File: config.mk
export PLATFORM = sky130hd
export DESIGN_NAME = cache_miss_handler_flat
export DESIGN_NICKNAME = d
export VERILOG_FILES = /design/src/rtl/cache_miss_handler_if.sv /design/src/rtl/cache_miss_handler.sv /design/src/flat_wrapper.sv
export SDC_FILE = /design/constraint.sdc
export NUM_CORES = 1
export LEC_CHECK = 0
export CAP_MARGIN = 10
export CORE_AREA = 2 2 249 251
export CTS_CLUSTER_DIAMETER = 100
export DETAILED_ROUTE_END_ITERATION = 8
export DIE_AREA = 0 0 251 253
export MAX_ROUTING_LAYER = met4
export PLACE_DENSITY = 0.45
export SYNTH_ARGS = -nofsm -noshare
export SYNTH_HDL_FRONTEND = slang
export SYNTH_SLANG_ARGS = --single-unit
File: constraint.sdc
create_clock -name clk_i -period 4.17 [get_ports clk_i]
set_input_delay 0.417 -clock clk_i [delete_from_list [all_inputs] [get_ports clk_i]]
set_output_delay 0.417 -clock clk_i [all_outputs]
set_load 0.02 [all_outputs]
File: src/rtl/cache_miss_handler_if.sv
// cache_miss_handler_if: miss request, array read, L2 port and fill/pLRU signals of the L1 miss handler
interface cache_miss_handler_if #(
    parameter int INDEX_W = 4,
    parameter int TAG_W   = 24,
    parameter int LINE_W  = 128
);
    logic                     miss_valid_i;
    logic                     miss_ready_o;
    logic [INDEX_W-1:0]       miss_index_i;
    logic [TAG_W-1:0]         miss_tag_i;
    logic [INDEX_W-1:0]       index_o;
    logic [3:0]               way_valid_i;
    logic [3:0]               way_dirty_i;
    logic [1:0]               plru_way_i;
    logic [1:0]               victim_way_o;
    logic [TAG_W-1:0]         victim_tag_i;
    logic [LINE_W-1:0]        victim_data_i;
    logic                     l2_req_valid_o;
    logic                     l2_req_ready_i;
    logic                     l2_req_write_o;
    logic [TAG_W+INDEX_W-1:0] l2_req_addr_o;
    logic [LINE_W-1:0]        l2_req_wdata_o;
    logic                     l2_rsp_valid_i;
    logic [LINE_W-1:0]        l2_rsp_data_i;
    logic                     fill_valid_o;
    logic [TAG_W-1:0]         fill_tag_o;
    logic [LINE_W-1:0]        fill_data_o;
    logic                     plru_valid_o;
    logic [1:0]               plru_way_o;
    logic                     done_o;

    // handler side
    modport master (
        input  miss_valid_i, miss_index_i, miss_tag_i, way_valid_i, way_dirty_i, plru_way_i,
               victim_tag_i, victim_data_i, l2_req_ready_i, l2_rsp_valid_i, l2_rsp_data_i,
        output miss_ready_o, index_o, victim_way_o, l2_req_valid_o, l2_req_write_o,
               l2_req_addr_o, l2_req_wdata_o, fill_valid_o, fill_tag_o, fill_data_o,
               plru_valid_o, plru_way_o, done_o
    );

    // lookup stage, arrays, pLRU and L2 side
    modport slave (
        output miss_valid_i, miss_index_i, miss_tag_i, way_valid_i, way_dirty_i, plru_way_i,
               victim_tag_i, victim_data_i, l2_req_ready_i, l2_rsp_valid_i, l2_rsp_data_i,
        input  miss_ready_o, index_o, victim_way_o, l2_req_valid_o, l2_req_write_o,
               l2_req_addr_o, l2_req_wdata_o, fill_valid_o, fill_tag_o, fill_data_o,
               plru_valid_o, plru_way_o, done_o
    );
endinterface

File: src/rtl/cache_miss_handler.sv
// cache_miss_handler: sequences an L1 miss through victim choice, optional writeback, L2 read and fill
module cache_miss_handler #(
    parameter int INDEX_W = 4,
    parameter int TAG_W   = 24,
    parameter int LINE_W  = 128
) (
    input logic                  clk_i,
    input logic                  rst_ni,
    cache_miss_handler_if.master bus
);
    typedef enum logic [2:0] {IDLE, VICTIM, WB_REQ, RD_REQ, RD_WAIT, FILL} state_t;

    state_t             state, state_nxt;
    logic [INDEX_W-1:0] index_q;
    logic [TAG_W-1:0]   tag_q;
    logic [1:0]         victim_q;
    logic [1:0]         victim_sel;
    logic [LINE_W-1:0]  line_q;
    logic               victim_dirty;

    // an empty way is always preferred over evicting, lowest number first
    always_comb begin
        victim_sel = !bus.way_valid_i[0] ? 2'd0 :
                     !bus.way_valid_i[1] ? 2'd1 :
                     !bus.way_valid_i[2] ? 2'd2 :
                     !bus.way_valid_i[3] ? 2'd3 : bus.plru_way_i;
        victim_dirty = bus.way_valid_i[victim_sel] & bus.way_dirty_i[victim_sel];
    end

    // state register
    always_ff @(posedge clk_i or negedge rst_ni) begin
        if (!rst_ni) state <= IDLE;
        else         state <= state_nxt;
    end

    // request latch, victim register and returned line capture
    always_ff @(posedge clk_i or negedge rst_ni) begin
        if (!rst_ni) begin
            index_q  <= '0;
            tag_q    <= '0;
            victim_q <= '0;
            line_q   <= '0;
        end else begin
            if (state == IDLE && bus.miss_valid_i) begin
                index_q  <= bus.miss_index_i;
                tag_q    <= bus.miss_tag_i;
                victim_q <= '0;
            end
            if (state == VICTIM) victim_q <= victim_sel;
            if (state == RD_WAIT && bus.l2_rsp_valid_i) line_q <= bus.l2_rsp_data_i;
        end
    end

    // next state and outputs; latched set and victim are hidden while idle
    always_comb begin
        state_nxt          = state;
        bus.miss_ready_o   = 1'b0;
        bus.index_o        = (state == IDLE) ? '0 : index_q;
        bus.victim_way_o   = (state == IDLE) ? '0 : victim_q;
        bus.l2_req_valid_o = 1'b0;
        bus.l2_req_write_o = 1'b0;
        bus.l2_req_addr_o  = '0;
        bus.l2_req_wdata_o = '0;
        bus.fill_valid_o   = 1'b0;
        bus.fill_tag_o     = '0;
        bus.fill_data_o    = '0;
        bus.plru_valid_o   = 1'b0;
        bus.plru_way_o     = '0;
        bus.done_o         = 1'b0;
        unique case (state)
            IDLE: begin
                bus.miss_ready_o = 1'b1;
                if (bus.miss_valid_i) state_nxt = VICTIM;
            end
            VICTIM: state_nxt = victim_dirty ? WB_REQ : RD_REQ;
            WB_REQ: begin
                bus.l2_req_valid_o = 1'b1;
                bus.l2_req_write_o = 1'b1;
                bus.l2_req_addr_o  = {bus.victim_tag_i, index_q};
                bus.l2_req_wdata_o = bus.victim_data_i;
                if (bus.l2_req_ready_i) state_nxt = RD_REQ;
            end
            RD_REQ: begin
                bus.l2_req_valid_o = 1'b1;
                bus.l2_req_addr_o  = {tag_q, index_q};
                if (bus.l2_req_ready_i) state_nxt = RD_WAIT;
            end
            RD_WAIT: if (bus.l2_rsp_valid_i) state_nxt = FILL;
            FILL: begin
                bus.fill_valid_o = 1'b1;
                bus.fill_tag_o   = tag_q;
                bus.fill_data_o  = line_q;
                bus.plru_valid_o = 1'b1;
                bus.plru_way_o   = victim_q;
                bus.done_o       = 1'b1;
                state_nxt        = IDLE;
            end
            default: state_nxt = IDLE;
        endcase
    end
endmodule

File: src/flat_wrapper.sv
// flat-port wrapper written by rule: the top's interface ports become plain ports
module cache_miss_handler_flat 
#(
    parameter int INDEX_W = 4,
    parameter int TAG_W   = 24,
    parameter int LINE_W  = 128
)
  (clk_i, rst_ni, bus_miss_valid_i, bus_miss_index_i, bus_miss_tag_i, bus_way_valid_i, bus_way_dirty_i, bus_plru_way_i, bus_victim_tag_i, bus_victim_data_i, bus_l2_req_ready_i, bus_l2_rsp_valid_i, bus_l2_rsp_data_i, bus_miss_ready_o, bus_index_o, bus_victim_way_o, bus_l2_req_valid_o, bus_l2_req_write_o, bus_l2_req_addr_o, bus_l2_req_wdata_o, bus_fill_valid_o, bus_fill_tag_o, bus_fill_data_o, bus_plru_valid_o, bus_plru_way_o, bus_done_o);
  cache_miss_handler_if #(.INDEX_W(INDEX_W), .TAG_W(TAG_W), .LINE_W(LINE_W)) bus_i ();
  input logic clk_i;
  input logic rst_ni;
  input wire logic [$bits(bus_i.miss_valid_i)-1:0] bus_miss_valid_i;
  input wire logic [$bits(bus_i.miss_index_i)-1:0] bus_miss_index_i;
  input wire logic [$bits(bus_i.miss_tag_i)-1:0] bus_miss_tag_i;
  input wire logic [$bits(bus_i.way_valid_i)-1:0] bus_way_valid_i;
  input wire logic [$bits(bus_i.way_dirty_i)-1:0] bus_way_dirty_i;
  input wire logic [$bits(bus_i.plru_way_i)-1:0] bus_plru_way_i;
  input wire logic [$bits(bus_i.victim_tag_i)-1:0] bus_victim_tag_i;
  input wire logic [$bits(bus_i.victim_data_i)-1:0] bus_victim_data_i;
  input wire logic [$bits(bus_i.l2_req_ready_i)-1:0] bus_l2_req_ready_i;
  input wire logic [$bits(bus_i.l2_rsp_valid_i)-1:0] bus_l2_rsp_valid_i;
  input wire logic [$bits(bus_i.l2_rsp_data_i)-1:0] bus_l2_rsp_data_i;
  output wire logic [$bits(bus_i.miss_ready_o)-1:0] bus_miss_ready_o;
  output wire logic [$bits(bus_i.index_o)-1:0] bus_index_o;
  output wire logic [$bits(bus_i.victim_way_o)-1:0] bus_victim_way_o;
  output wire logic [$bits(bus_i.l2_req_valid_o)-1:0] bus_l2_req_valid_o;
  output wire logic [$bits(bus_i.l2_req_write_o)-1:0] bus_l2_req_write_o;
  output wire logic [$bits(bus_i.l2_req_addr_o)-1:0] bus_l2_req_addr_o;
  output wire logic [$bits(bus_i.l2_req_wdata_o)-1:0] bus_l2_req_wdata_o;
  output wire logic [$bits(bus_i.fill_valid_o)-1:0] bus_fill_valid_o;
  output wire logic [$bits(bus_i.fill_tag_o)-1:0] bus_fill_tag_o;
  output wire logic [$bits(bus_i.fill_data_o)-1:0] bus_fill_data_o;
  output wire logic [$bits(bus_i.plru_valid_o)-1:0] bus_plru_valid_o;
  output wire logic [$bits(bus_i.plru_way_o)-1:0] bus_plru_way_o;
  output wire logic [$bits(bus_i.done_o)-1:0] bus_done_o;
  assign bus_i.miss_valid_i = bus_miss_valid_i;
  assign bus_i.miss_index_i = bus_miss_index_i;
  assign bus_i.miss_tag_i = bus_miss_tag_i;
  assign bus_i.way_valid_i = bus_way_valid_i;
  assign bus_i.way_dirty_i = bus_way_dirty_i;
  assign bus_i.plru_way_i = bus_plru_way_i;
  assign bus_i.victim_tag_i = bus_victim_tag_i;
  assign bus_i.victim_data_i = bus_victim_data_i;
  assign bus_i.l2_req_ready_i = bus_l2_req_ready_i;
  assign bus_i.l2_rsp_valid_i = bus_l2_rsp_valid_i;
  assign bus_i.l2_rsp_data_i = bus_l2_rsp_data_i;
  assign bus_miss_ready_o = bus_i.miss_ready_o;
  assign bus_index_o = bus_i.index_o;
  assign bus_victim_way_o = bus_i.victim_way_o;
  assign bus_l2_req_valid_o = bus_i.l2_req_valid_o;
  assign bus_l2_req_write_o = bus_i.l2_req_write_o;
  assign bus_l2_req_addr_o = bus_i.l2_req_addr_o;
  assign bus_l2_req_wdata_o = bus_i.l2_req_wdata_o;
  assign bus_fill_valid_o = bus_i.fill_valid_o;
  assign bus_fill_tag_o = bus_i.fill_tag_o;
  assign bus_fill_data_o = bus_i.fill_data_o;
  assign bus_plru_valid_o = bus_i.plru_valid_o;
  assign bus_plru_way_o = bus_i.plru_way_o;
  assign bus_done_o = bus_i.done_o;
  cache_miss_handler #(.INDEX_W(INDEX_W), .TAG_W(TAG_W), .LINE_W(LINE_W)) u_core (.clk_i(clk_i), .rst_ni(rst_ni), .bus(bus_i));
endmodule
==> metrics.md <==
| Metric | Value |
|---|---|
| YS warnings | 0 |
| DIE AREA | roughly 64000 sq um |
| CTS tree | done |
| Max Root-Sink Buffers | 2 |
| Fin. max-slew vios | 0 |
| Max stage delay on crit path | around 700 ps |
| DRT Pass-1 Iters | 4 |
| Crit. End Element | output pin |
| Post-CTS Setup Repair Bufs | 0 |
| Via count | approximately 8000 |
| Outcome | finished, final reports clean |
| Total negative slack | 0 ps |
| CTS hold repair buffers | 0 |
| Min Tclk post-route | approximately 3700 ps |
| Die height | ~250 microns |
| Fin crit share | between 80 and 90% |
| Delay-heaviest family, CP | simple AND/OR/NAND/NOR gates |
| Post-CTS resize count | 0 |
| GRT Total Usage | between 10 and 15% |
| Worst-margin pin slew | 993 ps |
| Die Span X | 251 microns |
| Synth area leaders | dfrtp_1 46%, and2_1 21%, mux2_2 16% |
| Final Hold Fails | 0 |
| WP data arrival | 3260 ps |
| CP Class | reg -> out |
| Share of cells above drive strength 1 | roughly 14% |
| Final Util | between 20% and 30% |
| Flop2flop setup slack | roughly 1500 ps |
| Routability cong. | around 1.0 |
| Register area | ~4000 sq um |
| Final WL | between 40000 and 50000 microns |
| Final Power | 9.52 mW |
| DRT iter0 DRCs | 298 |
| Post-Syn Instances | 747 |
| Critical-path top delay cell | clkdlybuf4s50_1 |
| WHS | ~20 ps |
| GRT overflow | 0 |
| Crit path required time | 3750 ps |
| Clk sink count | between 150 and 200 |
| Initial antenna violation count | 8 |
| TritonCTS buffer count | 17 |
| Worst Reg-to-Reg Cells | 5 |
| Fill count | about 6500 |
| CTS H-Tree Depth | 4 |
| Cell depth of the worst setup path | 5 |
| VDD IR-drop max | 329 uV |
| Core area | roughly 61000 sq um |
| RR Endpoint | u_core.line_q[121]$_DFFE_PN0P_ |
| FP Rows | 91 |
| Ports | between 600 and 700 |
| Final net count | between 1500 and 2000 |
| Synth top area share | a little under half |
| LEAKAGE | roughly 6.6 nW |
| Critical Path Start Type | flop |
| Most frequent cells in the layout | 643 x clkdlybuf4s50_1, 286 x and2_1, 160 x dfrtp_1 |
| Rel. slew slack | between 30% and 40% |
| Number of max-cap violations | 0 |
| Final setup skew | between 10 and 15 ps |
| Area of the multi-input gates | ~4200 sq um |
| Post-Syn Nets | roughly 1100 |
| Post-synthesis register bit count | 161 |
| Fmax | between 200 and 300 MHz |
| Starting Density | between 10% and 20% |
| Detail Route Antenna Nets | 0 |
| PortBufs | 644 |
| RR Startpoint | u_core.state[0]$_DFFE_PN0P_ |
| Clk Latency, worst-skew pair | 480 ps |
| Dpl hpwl | approximately 36000 microns |
| DRC violation count after routing | 0 |
| Vias in the first global route | 8197 |
| Buf+Inv Stages, Crit Path | 2 |
| Post-synth top area cell | dfrtp_1 |
| Area grow syn2layout | 89.8% |
| Worst-path clk slew | 70 ps |
| Largest net degree at the start of global routing | 130 |
| P per Cell Area | between 500 and 600 nW/um^2 |
| Drt wl/cell | 21.0 microns |
| Vias per cell | roughly 3.7 |
| Critical-path maximum fanout | 129 |
| Synthesized area per cell | around 12 sq um |
| Ys async rst share | 100% |
| Mapped Area | 8680 sq um |
| Post-synth cell types | 38 |
| CTS root buf | clkbuf_16 |
| First-pass GRT wire length | ~63000 microns |
| Cells along the critical path | nand2_2 > nor2_4 > buf_12 > and2_1 > clkdlybuf4s50_1 |
| Commonest non-fill, non-tap cell in the layout | clkdlybuf4s50_1 |
| Post-synth EDFFs | 0 |
| Unrepaired setup endpoints after global routing | false |
| Hold Path Class | in -> async |
| Register area share after synthesis | between 40% and 50% |
| Top FF cell, synth | dfrtp_1 |
| Setup violators final | 0 |
[Yosys cell counts, types with 2 or more instances]
cell type	instances
and2_1	286
dfrtp_1	161
mux2_2	122
mux2i_1	25
nor2_1	25
mux2_4	20
clkbuf_2	16
buf_6	14
mux2_1	14
clkbuf_1	12
buf_2	7
and2b_2	6
buf_12	3
buf_4	3
inv_1	3
o21ai_0	3
a22o_1	2
a32o_1	2
buf_1	2
nand2_1	2
nand3b_1	2
[worst max path at each step]
| stage | start | end | slack [ps] |
|---|---|---|---|
| global route | u_core.state[1]$_DFFE_PN0P_ | bus_l2_req_wdata_o[73] | 260 |
| CTS | u_core.state[1]$_DFFE_PN0P_ | bus_l2_req_wdata_o[73] | 370 |
| detailed placement | u_core.state[1]$_DFFE_PN0P_ | bus_l2_req_wdata_o[73] | 960 |
| floorplan | u_core.state[2]$_DFFE_PN0P_ | bus_fill_data_o[119] | 2340 |
| finish | u_core.state[1]$_DFFE_PN0P_ | bus_l2_req_wdata_o[73] | 490 |
| global placement | u_core.state[2]$_DFFE_PN0P_ | bus_l2_req_wdata_o[73] | 970 |
[area by class of cell]
cell class / count / share of cell area, %
timing repair buffer: 650 / 39.7
antenna: 7 / 0.106
clock inverter: 13 / 1.22
sequential: 161 / 24.5
tap: 790 / 6.00
clock buffer: 18 / 2.67
multi-input combinational: 526 / 25.8
inverter: 3 / 0.0684
[metrics by stage]
step           cell area, sq um  worst slack (ps)  std cells
5_1_grt                   16500               259       2167
4_1_cts                   16500               372       2161
3_5_place_dp              15800               960       2130
6_report                  16500               493       2168
3_3_place_gp              15800               967       2130
2_1_floorplan              8680              2340        747
[metal layers]
metal | global-route usage, % | vias to the layer above | wire (microns)
met5 | - | - | 0
met4 | 4.18 | 0 | 707
met3 | 5.07 | 37 | 3300
met2 | 22.3 | 328 | 21500
met1 | 17.7 | 3893 | 19900
li1 | - | 3672 | -
[power breakdown]
part | internal, mW | switching [mW] | leakage, nW
Clock | 1.03 | 0.765 | 0.307
Combinational | 2.57 | 2.42 | 4.29
Sequential | 2.33 | 0.416 | 2.02
Total | 5.93 | 3.60 | 6.62
[registers in the layout, indices dropped and copies added, names as in the netlist]
name and cells:
u_core.victim_q 2, u_core.line_q 128, u_core.state 3, u_core.index_q 4, u_core.tag_q 24
[logic make-up (layout without fill, tap and decap cells)]
kind of cell | count (synthesis) | after routing | share of synthesized area [%]
xor gates and xnor gates | 1 | 1 | 0.101
AOI/OAI and AO/OA | 10 | 10 | 0.836
DFF | 161 | 161 | 46.4
muxes | 181 | 181 | 24.0
other | 0 | 7 | 0
and+or+nand+nor | 334 | 334 | 23.8
buffers and inverters | 60 | 684 | 4.83
No activity file was read; power rests on OpenSTA's default activity.
